## src/rtl/i2s_tx_if.sv

```systemverilog
// Sample handshake between an effect block (source) and the I2S transmitter.
// Per-channel valid/ack; data is held by the source until its ack bit is seen.
interface i2s_tx_if;
  logic [23:0] audio_in_0;
  logic [23:0] audio_in_1;
  logic [1:0]  audio_in_vld;
  logic [1:0]  audio_in_ack;

  modport master (output audio_in_0, output audio_in_1, output audio_in_vld,
                  input  audio_in_ack);
  modport slave  (input  audio_in_0, input  audio_in_1, input  audio_in_vld,
                  output audio_in_ack);
endinterface

```

## src/rtl/i2s_tx.sv

```systemverilog
// Philips I2S transmitter: one holding register per channel, 64-BCLK frame,
// 24-bit MSB-first slots with one-bit LRCLK lead. BCLK/LRCLK divided from clk.
module i2s_tx #(
  parameter int BCLK_DIV = 16
) (
  input  logic      clk,
  input  logic      rst,
  i2s_tx_if.slave   aud,
  output logic      i2s_bclk,
  output logic      i2s_lrclk,
  output logic      i2s_sdata,
  output logic      underrun
);

  localparam int DW = (BCLK_DIV > 1) ? $clog2(BCLK_DIV) : 1;

  logic [DW-1:0] div_cnt;
  logic [5:0]    bit_cnt;
  logic [5:0]    bit_cnt_inc;
  logic [23:0]   shreg;
  logic [23:0]   hold_0, hold_1;
  logic          full_0, full_1;
  logic [1:0]    ack;
  logic          tick, fall;
  logic          slot_nx;
  logic [4:0]    pos_nx;
  logic          slot_full;
  logic [23:0]   slot_hold;
  logic          load_0, load_1;

  assign tick        = (div_cnt == DW'(BCLK_DIV - 1));
  assign fall        = tick & i2s_bclk;
  assign bit_cnt_inc = bit_cnt + 6'd1;
  assign slot_nx     = bit_cnt_inc[5];
  assign pos_nx      = bit_cnt_inc[4:0];
  assign slot_full   = slot_nx ? full_1 : full_0;
  assign slot_hold   = slot_nx ? hold_1 : hold_0;

  // A slot load only drains a register that is actually full; an empty slot
  // is an underrun instead.
  assign load_0 = fall & (pos_nx == 5'd0) & ~slot_nx & full_0;
  assign load_1 = fall & (pos_nx == 5'd0) &  slot_nx & full_1;

  // Ack looks at the registered full flag, so a register drained this cycle
  // only becomes acceptable on the next cycle.
  assign ack              = aud.audio_in_vld & ~{full_1, full_0} & {2{rst}};
  assign aud.audio_in_ack = ack;

  // LRCLK is taken from the next frame position, giving the one-bit lead.
  assign i2s_lrclk = bit_cnt_inc[5];
  assign i2s_sdata = (bit_cnt[4:0] < 5'd24) & shreg[23];

  // BCLK divider: bclk toggles each time div_cnt wraps
  always_ff @(posedge clk or negedge rst) begin
    if (!rst) begin
      div_cnt  <= '0;
      i2s_bclk <= 1'b0;
    end else if (tick) begin
      div_cnt  <= '0;
      i2s_bclk <= ~i2s_bclk;
    end else begin
      div_cnt  <= div_cnt + DW'(1);
    end
  end

  // Frame position and serializer, advanced on BCLK falling events
  always_ff @(posedge clk or negedge rst) begin
    if (!rst) begin
      bit_cnt  <= 6'd63;
      shreg    <= '0;
      underrun <= 1'b0;
    end else if (fall) begin
      bit_cnt <= bit_cnt_inc;
      if (pos_nx == 5'd0) begin
        if (slot_full) begin
          shreg <= slot_hold;
        end else begin
          shreg    <= '0;
          underrun <= 1'b1;
        end
      end else if (pos_nx < 5'd24) begin
        shreg <= {shreg[22:0], 1'b0};
      end
    end
  end

  // Channel 0 holding register: capture on ack, drain on slot load
  always_ff @(posedge clk or negedge rst) begin
    if (!rst) begin
      hold_0 <= '0;
      full_0 <= 1'b0;
    end else if (ack[0]) begin
      hold_0 <= aud.audio_in_0;
      full_0 <= 1'b1;
    end else if (load_0) begin
      full_0 <= 1'b0;
    end
  end

  // Channel 1 holding register: capture on ack, drain on slot load
  always_ff @(posedge clk or negedge rst) begin
    if (!rst) begin
      hold_1 <= '0;
      full_1 <= 1'b0;
    end else if (ack[1]) begin
      hold_1 <= aud.audio_in_1;
      full_1 <= 1'b1;
    end else if (load_1) begin
      full_1 <= 1'b0;
    end
  end

endmodule

```

## src/flat_wrapper.sv

```systemverilog
// flat-port wrapper written by rule: the top's interface ports become plain ports
module i2s_tx_flat 
#(
  parameter int BCLK_DIV = 16
)
  (clk, rst, i2s_bclk, i2s_lrclk, i2s_sdata, underrun, aud_audio_in_0, aud_audio_in_1, aud_audio_in_vld, aud_audio_in_ack);
  i2s_tx_if aud_i ();
  input  logic clk;
  input  logic rst;
  output logic i2s_bclk;
  output logic i2s_lrclk;
  output logic i2s_sdata;
  output logic underrun;
  input wire logic [$bits(aud_i.audio_in_0)-1:0] aud_audio_in_0;
  input wire logic [$bits(aud_i.audio_in_1)-1:0] aud_audio_in_1;
  input wire logic [$bits(aud_i.audio_in_vld)-1:0] aud_audio_in_vld;
  output wire logic [$bits(aud_i.audio_in_ack)-1:0] aud_audio_in_ack;
  assign aud_i.audio_in_0 = aud_audio_in_0;
  assign aud_i.audio_in_1 = aud_audio_in_1;
  assign aud_i.audio_in_vld = aud_audio_in_vld;
  assign aud_audio_in_ack = aud_i.audio_in_ack;
  i2s_tx #(.BCLK_DIV(BCLK_DIV)) u_core (.clk(clk), .rst(rst), .aud(aud_i), .i2s_bclk(i2s_bclk), .i2s_lrclk(i2s_lrclk), .i2s_sdata(i2s_sdata), .underrun(underrun));
endmodule
```

## config.mk

```make
export PLATFORM = sky130hd
export DESIGN_NAME = i2s_tx_flat
export DESIGN_NICKNAME = d
export VERILOG_FILES = /design/src/rtl/i2s_tx_if.sv /design/src/rtl/i2s_tx.sv /design/src/flat_wrapper.sv
export SDC_FILE = /design/constraint.sdc
export NUM_CORES = 1
export LEC_CHECK = 0
export BUFFER_PORTS_ARGS = -buffer_cell sky130_fd_sc_hd__buf_4
export CAP_MARGIN = 20
export CORE_MARGIN = 2
export CORE_UTILIZATION = 56
export CTS_CLUSTER_SIZE = 14
export DETAILED_ROUTE_END_ITERATION = 10
export PLACE_DENSITY = 0.87
export SYNTH_ARGS = -nofsm -noshare
export SYNTH_HDL_FRONTEND = slang
export SYNTH_SLANG_ARGS = --single-unit
```

## constraint.sdc

```tcl
create_clock -name clk -period 2.5 [get_ports clk]
set_input_delay 0.25 -clock clk [delete_from_list [all_inputs] [get_ports clk]]
set_output_delay 0.25 -clock clk [all_outputs]
set_load 0.005 [all_outputs]
```

---- After elaboration in Yosys (flattened, before gate mapping) ----
Cells that the tools add are included.
cells by class
  eq/ne operators ......................... 1
  add/subtract/negate cells ............... 2
  bitwise operators ....................... 13
  reductions and logical operators ........ 6
  muxes and demuxes ....................... 10
  order comparisons ....................... 2
operators with widths
  cell                                                count
  two-way mux 24 bit                                  4
  less-than comparator 5 bit (second input constant)  2
  bitwise AND 1 bit                                   7
  adder 6 x 1 -> 6 bit (second input constant)        1
  nonzero test 2 bit                                  3
  logical NOT 5 bit                                   1
  two-way mux 1 bit                                   5
  adder 4 x 1 -> 4 bit (second input constant)        1
  bitwise AND 2 bit                                   2
  equality test 4 bit (second input constant)         1
  two-way mux 4 bit                                   1
  inverter 1 bit                                      3
  AND reduction 3 bit                                 1
  inverter 2 bit                                      1
  AND reduction 2 bit                                 1
storage, ports and cells
  bits in registers ....................... 86
  logic and storage cells ................. 43
  input port bits ......................... 52
  output and inout port bits .............. 6

---- Longest topological paths before layout ----
Gate-level depths: netlist (run 1).
  depth in word-level cells ............... 7
  gate-level depth with buffers ........... 9
  mapped depth without buffers ............ 6

---- Least setup slack after synthesis (run 1) ----
Ideal clock, no wire load.
  path type ............................... register to register
  from .................................... register u_core.bit_cnt[3]
  to ...................................... register u_core.shreg[10]
  stages on the path, launching flop included .. 10
  setup slack ............................. 0.480 ns
  arrival ................................. 1.885 ns
  setup time .............................. 0.135 ns
  clock period less this slack ............ 2.020 ns
  required time ........................... 2.365 ns
  buffers on the path ..................... 4
  path through ............................ dfstp_2 -> buf_4 -> nand3_2 -> or3_1 -> buf_2 -> and2_4 -> buf_6 -> buf_6 -> a311oi_1 -> o31ai_1
on the way
  word-level cells in the longest chain between the ends .. 4
  elaborated cells on any way between the ends .. 9
  classes of those cells .................. add/sub: 1; order compare: 1; mux: 4; reduce/logical: 3
ends and longest elaborated chain
  element                                                                     line          text
  start: declaration                                                          i2s_tx.sv:18  logic [5:0] bit_cnt;
  start signal: assignment                                                    i2s_tx.sv:73  bit_cnt <= bit_cnt_inc;
  adder 6 x 1 -> 6 bit *                                                      i2s_tx.sv:33  assign bit_cnt_inc = bit_cnt + 6'd1;
  less-than comparator 5 bit (tied with other cells)                          i2s_tx.sv:81  end else if (pos_nx < 5'd24) begin
  nonzero test 2 bit (no source line) or two-way mux 24 bit (tied branches)   n/a
  AND reduction 2 bit (no source line) or two-way mux 24 bit (tied branches)  n/a
  end signal: assignment                                                      i2s_tx.sv:76  shreg <= slot_hold;
  end signal: assignment                                                      i2s_tx.sv:82  shreg <= {shreg[22:0], 1'b0};
  end: declaration                                                            i2s_tx.sv:20  logic [23:0] shreg;
Every way passes the cells marked *; elsewhere a longest branch is shown, timed or not.
A chain may end at the register's enable or synchronous reset.

---- Final worst setup path (run 1) ----
  from .................................... register u_core.bit_cnt[2]
  to ...................................... output port i2s_lrclk
on the way
  word-level cells in the longest chain between the ends .. 1
ends and longest elaborated chain
  element               line                text
  adder 6 x 1 -> 6 bit  i2s_tx.sv:33
  end: declaration      flat_wrapper.sv:11  output logic i2s_lrclk;
No other way between the ends.

==> results.md, run 1 <==
## Detailed routing
* **Post-Route WL** 9.12 mm
* **detailed-route DRC error count** 0
* **per-cell routed wire length** 15.0 um
* **detailed-routing iteration count for the pre-antenna-repair pass** 5
* **vias per inst** 5.51
* **number of nets with antenna violations after routing** 0
* **vias after detailed routing** 3,356
* **drt initial violations** 403

## Synthesis
* **distinct cell type count of the synthesized netlist** 35
* **library cell with the largest summed area after synthesis** dfrtp_1
* **top flip-flop cell by instance count after synthesis** dfrtp_1
* **Netlist Area Pre-Place** 4030 um2
* **number of standard cells after synthesis** 466
* **most used standard cell by instance count after synthesis** nand2_1
* **top post-synthesis cells by count** nand2_1, dfrtp_1, clkbuf_1, o31ai_1, a21oi_1
* **number of enable-type register cells in the synthesized netlist** 0
* **number of nets produced by synthesis** 521
* **flip-flop and latch count after synthesis** 86
* **cell types with the largest area share after synthesis** dfrtp_1, nand2_1, o31ai_1
* **post-synthesis async set-or-reset flop share** 1.00
* **post-synthesis sequential area ratio** 0.537
* **synthesized area per cell** 8.64 um2
* **top-area cell type share of the netlist area** 0.497
* **number of warning messages in the yosys log** 0

## Hold path
* **worst hold path cell count** 3
* **path type of the worst min-delay path** input pin to flop
* **worst hold endpoint** u_core.hold_1[19]$_DFFE_PN0P_
* **hold path startpoint** aud_audio_in_1[19]

## Floorplan
* **y dimension of the die** 88.8 um
* **horizontal extent of the die** 88.8 um
* **area of the placeable core** 6870 um2
* **number of rows created at floorplan** 30
* **overall die area** 7880 um2
* **Initial Utilization** 0.586
* **I/O pin count** 58

## Worst setup path
* **critical path data arrival time** 1.94 ns
* **worst-path fanout max** 26
* **worst setup path class** flop to output pin
* **type of destination of the critical path** output pin
* **launching element type of the critical path** flop
* **cell depth of the worst flop-to-flop path** 7
* **end of the worst register-to-register path** u_core.shreg[10]$_DFFE_PN0P_
* **worst reg2reg startpoint** u_core.bit_cnt[1]$_DFFE_PN1P_
* **reg-to-reg setup timing slack** 0.35 ns
* **required time at the endpoint of the critical path** 2.25 ns

## Placed design
* **count of input and output buffers** 57
* **cell total after placement** 593
* **routability congestion estimate** 0.865
* **worst slack at placement** 0.427 ns
* **HPWL Detailed** 6.06 mm
* **Area after DPL** 4480 um2

## Clock network
* **number of hold buffers added after CTS** 1
* **cells resized by post-CTS repair** 0
* **clock tree from TritonCTS** done
* **Clk Latency, worst-skew pair** 0.35 ns
* **root buffer cell** clkbuf_8
* **clk buf depth** 2
* **buffers inserted by post-CTS timing repair** 0
* **number of CTS-inserted buffers** 9
* **clk sinks** 86
* **number of H-tree levels** 3
* **clock transition at the registers of the reported paths** 0.08 ns

## Run status
* **status** completed

## Layout
* **Post-Layout Cell Count** 609
* **Fill cells** 497
* **design area** 4720 um2
* **area overhead of the layout relative to synthesis** 17.3%
* **diode insertion count for antenna repair** 0
* **number of nets at the end of the flow** 564
* **layout cells sized above 1** 0.181

## STA
* **Worst Max-Slew Pin Slew** 0.962 ns
* **Tmin final** 2.19 ns
* **Post-Route Setup TNS** 0 ns
* **pins over their slew limit** 0
* **Max transition margin** 0.358
* **setup repair after global routing missed its margin** no
* **total count of hold-check failures in the final report** 0
* **worst clock skew on the final layout** 0.00823 ns
* **post-route setup slack** 0.305 ns
* **ratio of final minimum period to clock period** 0.878
* **number of failing setup endpoints in the final timing report** 0
* **f_max** 456 MHz
* **tightest hold margin** 0.0778 ns

## Power and ir drop
* **Pleak** 0.00224 uW
* **Max rail drop VDD** 379 uV
* **power per standard cell area** 575 nW/um2

## GRT
* **number of antenna violations at the first check in global routing** 0
* **largest net degree at the start of global routing** 78
* **residual overflow from global routing** 0
* **number of global-route vias before repair** 3,276
* **global-route wire length before repair** 15.4 mm
* **GRT Resource Usage Total** 0.256

## Job
* **Max-Cap Viols** 0

## final cells by class
cell class,instances,area (um2),area share
Clock buffer,11,141,0.0299
Clock inverter,4,95.1,0.0201
Inverter,4,15.0,0.00318
Multi-Input combinational cell,340,1680,0.355
Sequential cell,86,2160,0.457
Tap cell,96,120,0.0254
Timing Repair Buffer,68,513,0.109
## critical path: stages, from the launching register on
cell,delay [ns]
dfstp_2,0.64
nand3_2,0.09
or3_1,0.34
and2_4,0.27
inv_2,0.12
buf_4,0.12
## worst max-delay path by stage
stage | start | end | depth (start not counted)
after floorplan | u_core.bit_cnt[3]$_DFFE_PN1P_ | u_core.shreg[10]$_DFFE_PN0P_ | 9
after global placement | u_core.bit_cnt[0]$_DFFE_PN1P_ | u_core.shreg[0]$_DFFE_PN0P_ | 7
after detailed placement | u_core.bit_cnt[0]$_DFFE_PN1P_ | u_core.shreg[5]$_DFFE_PN0P_ | 6
after CTS | u_core.bit_cnt[1]$_DFFE_PN1P_ | i2s_lrclk | 5
after global routing | u_core.bit_cnt[1]$_DFFE_PN1P_ | u_core.shreg[1]$_DFFE_PN0P_ | 7
final | u_core.bit_cnt[2]$_DFFE_PN1P_ | i2s_lrclk | 5
## logic make-up (layout without fill, tap and decap cells)
| kind of cell | Yosys count | count (layout) | share of synthesized area |
|---|---|---|---|
| AOI/OAI and AO/OA | 83 | 83 | 0.145 |
| xor gates and xnor gates | 9 | 9 | 0.0196 |
| adders and majority gates | 3 | 3 | 0.00933 |
| buffers and inverters | 40 | 87 | 0.0466 |
| DFF | 86 | 86 | 0.537 |
| muxes | 1 | 1 | 0.00249 |
| and+or+nand+nor | 244 | 244 | 0.241 |
## sequential cells by signal, summed over array words and instances (netlist names)
| signal | cells |
|---|---|
| u_core.hold_0 | 24 |
| u_core.hold_1 | 24 |
| u_core.shreg | 24 |
| u_core.bit_cnt | 6 |
| u_core.div_cnt | 4 |
| u_core.full_0 | 1 |
| u_core.full_1 | 1 |
| u_core.i2s_bclk | 1 |
| u_core.underrun | 1 |
## power breakdown
part | total (uW) | internal, uW | switching (uW)
clock network | 1150 | 685 | 468
registers | 1440 | 1420 | 17.9
logic | 125 | 66.7 | 58.2
## layer usage
| metal | GRT usage | vias up | wire (um) |
|---|---|---|---|
| li1 | - | 1635 | - |
| met1 | 0.362 | 1592 | 4130 |
| met2 | 0.397 | 111 | 4370 |
| met3 | 0.0429 | 18 | 454 |
| met4 | 0.101 | 0 | 167 |
| met5 | 0 | - | 0 |
## per-stage QoR
step | util | power [uW]
2_1_floorplan | - | 1490
3_3_place_gp | 0.652 | 1580
3_5_place_dp | 0.652 | 1590
4_1_cts | 0.687 | 2720
5_1_grt | 0.687 | 2800
6_report | 0.687 | 2710
## cells in the final DEF, fill, tap and decap left out, drive strengths merged, types with 2 or more instances in the layout
cell,instances
o31ai,27
bufinv,3
a311oi,23
nor2,24
and3,2
nand3b,2
dfstp,6
o21ai,4
a21oi,25
clkbuf,11
nand2,201
dfrtp,80
xnor2,6
inv,4
nand4,2
ha,3
and2,4
xor2,3
a31o,2
nand3,5
buf,67
No activity file was read; power rests on OpenSTA's default activity.
==> inputs of run 2 (changes only) <==
- CTS_BUF_LIST: not set -> sky130_fd_sc_hd__clkbuf_2 sky130_fd_sc_hd__clkbuf_4 sky130_fd_sc_hd__clkbuf_8
- clock period: 2.5 -> 2.8 ns (I/O delays scaled with it)
==> run 2 against run 1 <==
  * Clock-buffer cell count grew 1
  * First-iteration DRC count fell by 46%
  * Critical path depth unchanged
  * Via count grew 1.5%
  * Non-clock buffer count up 1
==> results.md, run 2 (synthesized netlist as in run 1, its figures left out) <==
## Run status
* **status** completed

## Clock network
* **number of H-tree levels** 3, unchanged
* **root buffer cell** clkbuf_8
* **clk buf depth** 2, unchanged
* **Clk Latency, worst-skew pair** 0.35 ns, about the same
* **cells resized by post-CTS repair** 0, unchanged
* **clk sinks** 86, unchanged
* **buffers inserted by post-CTS timing repair** 0, unchanged
* **number of hold buffers added after CTS** 1, unchanged
* **number of CTS-inserted buffers** 9, unchanged
* **clock tree from TritonCTS** done
* **clock transition at the registers of the reported paths** 0.08 ns, about the same

## Detailed routing
* **vias per inst** 5.57, +1.1%
* **vias after detailed routing** 3,405, +1.5%
* **number of nets with antenna violations after routing** 0, unchanged
* **Post-Route WL** 8.96 mm, -1.8%
* **drt initial violations** 217, -46%
* **detailed-routing iteration count for the pre-antenna-repair pass** 5, unchanged
* **detailed-route DRC error count** 0, unchanged
* **per-cell routed wire length** 14.7 um, -2.1%

## Power and ir drop
* **power per standard cell area** 501 nW/um2, -13%
* **Int Pwr** 1870 uW, -14%
* **sequential share of power** 0.544, +0.014
* **net switching power figure** 489 uW, -10%
* **switching power as a share of total power** 0.207, +0.00672
* **part of the total power dissipated in combinational logic** 0.047, about the same
* **part of the total power dissipated in the clock network** 0.409, -0.015
* **Pleak** 0.00225 uW, +0.12%
* **Max rail drop VDD** 301 uV, -21%

## Floorplan
* **overall die area** 7880 um2, unchanged
* **Initial Utilization** 0.586, unchanged
* **number of rows created at floorplan** 30, unchanged
* **y dimension of the die** 88.8 um, unchanged
* **horizontal extent of the die** 88.8 um, unchanged
* **area of the placeable core** 6870 um2, unchanged
* **I/O pin count** 58, unchanged

## Placed design
* **cell total after placement** 594, +0.17%
* **count of input and output buffers** 57, unchanged
* **Area after DPL** 4480 um2, +0.17%
* **routability congestion estimate** 0.837, -3.2%
* **HPWL Detailed** 5.98 mm, -1.3%

## Worst setup path
* **Critical path origin** u_core.bit_cnt[0]$_DFFE_PN1P_
* **launching element type of the critical path** flop
* **capturing instance or port of the critical path** i2s_lrclk
* **worst setup path class** flop to output pin
* **end of the worst register-to-register path** u_core.shreg[0]$_DFFE_PN0P_
* **critical path data arrival time** 1.95 ns, about the same
* **reg-to-reg setup timing slack** 0.74 ns, +0.39 ns
* **worst-path fanout max** 26, unchanged
* **worst reg2reg startpoint** u_core.bit_cnt[0]$_DFFE_PN1P_
* **required time at the endpoint of the critical path** 2.52 ns, +0.27 ns
* **cell depth of the worst flop-to-flop path** 7, unchanged
* **type of destination of the critical path** output pin

## Layout
* **design area** 4720 um2, -0.13%
* **Largest regs** u_core.hold_0: 24 flops, u_core.hold_1: 24 flops, u_core.shreg: 24 flops
* **Fill cells** 528, +6.2%
* **layout cells sized above 1** 0.186, +0.00512
* **diode insertion count for antenna repair** 0, unchanged
* **Post-Layout Cell Count** 611, +0.33%
* **area overhead of the layout relative to synthesis** 17.2%
* **number of nets at the end of the flow** 565, +0.18%
* **commonest cells after routing, fill and taps aside** nand2_1, dfrtp_1, buf_4
* **most frequent standard cell in the layout excluding fill and tap cells** nand2_1
* **final core occ** 0.687, -0.000911

## STA
* **Tmin final** 2.23 ns
* **number of failing setup endpoints in the final timing report** 0, unchanged
* **Max transition margin** 0.659, +0.300
* **total count of hold-check failures in the final report** 0, unchanged
* **ratio of final minimum period to clock period** 0.796
* **worst clock skew on the final layout** 0.00490 ns, -0.00333 ns
* **Worst Max-Slew Pin Slew** 0.512 ns, -0.451 ns
* **pins over their slew limit** 0, unchanged
* **setup repair after global routing missed its margin** no
* **tightest hold margin** 0.116 ns, +0.0378 ns
* **Post-Route Setup TNS** 0 ns, unchanged
* **f_max** 449 MHz

## GRT
* **number of global-route vias before repair** 3,318, +1.3%
* **GRT Resource Usage Total** 0.255, -0.000595
* **residual overflow from global routing** 0, unchanged
* **global-route wire length before repair** 15.5 mm, +0.27%
* **largest net degree at the start of global routing** 48, -38%
* **number of antenna violations at the first check in global routing** 0, unchanged

## Hold path
* **path type of the worst min-delay path** input pin to flop

## Job
* **Max-Cap Viols** 0, unchanged

## run 2: changes by cell type in the layout (fill, tap and decap cells not counted), sizes merged
cell    delta
clkbuf     +1
clkinv     +1
buf        +1
bufinv     -1
## run 2: stage by stage
| step | setup WS, ns | total power (uW) |
|---|---|---|
| global route | 0.460 | 2450 |
| detailed placement | 0.761 | 1420 |
| global placement | 0.836 | 1420 |
| finish | 0.571 | 2360 |
| floorplan | 0.780 | 1330 |
| CTS | 0.553 | 2370 |
## run 2: worst max-delay path, cell delays in order (launching register included)
cell and delay (ns):
dfstp_2 0.62, nand2_1 0.09, or3_1 0.39, and2_4 0.27
inv_2 0.11, buf_4 0.11
## run 2: metal layers
layer	wire, um	GRT usage	up-vias
li1	-	-	1643
met1	3980	0.359	1641
met2	4390	0.403	112
met3	475	0.0476	9
met4	113	0.0854	0
met5	0	0	-
## run 2: how the worst min path moves through the flow
stage          cells after the start                            end                from  slack [ns]
2_1_floorplan                      0    u_core.div_cnt[0]$_DFF_PN0_                 rst       -0.02
3_3_place_gp                       1      u_core.full_0$_DFFE_PN0P_                 rst        0.16
3_5_place_dp                       1      u_core.full_0$_DFFE_PN0P_                 rst        0.16
4_1_cts                            3  u_core.hold_1[19]$_DFFE_PN0P_  aud_audio_in_1[19]        0.11
5_1_grt                            3   u_core.hold_1[5]$_DFFE_PN0P_   aud_audio_in_1[5]        0.11
6_report                           3  u_core.hold_1[19]$_DFFE_PN0P_  aud_audio_in_1[19]        0.12
## run 2: power by group through the flow
stage               logic (uW)  registers, uW  clock network (uW)
CTS                        114           1280                 974
global placement           109           1310                   0
detailed placement         112           1310                   0
finish                     112           1280                 966
global route               127           1290                1040
floorplan                 25.6           1300                   0
## run 2: area by class of cell
class,instances,area [um2],share of cell area
clock inverters,4,70.1,0.0149
repair buffers,69,520,0.110
inverters,4,15.0,0.00318
clock buffers,12,153,0.0324
well taps,96,120,0.0255
multi-input cells,340,1680,0.356
flip-flops and latches,86,2160,0.458
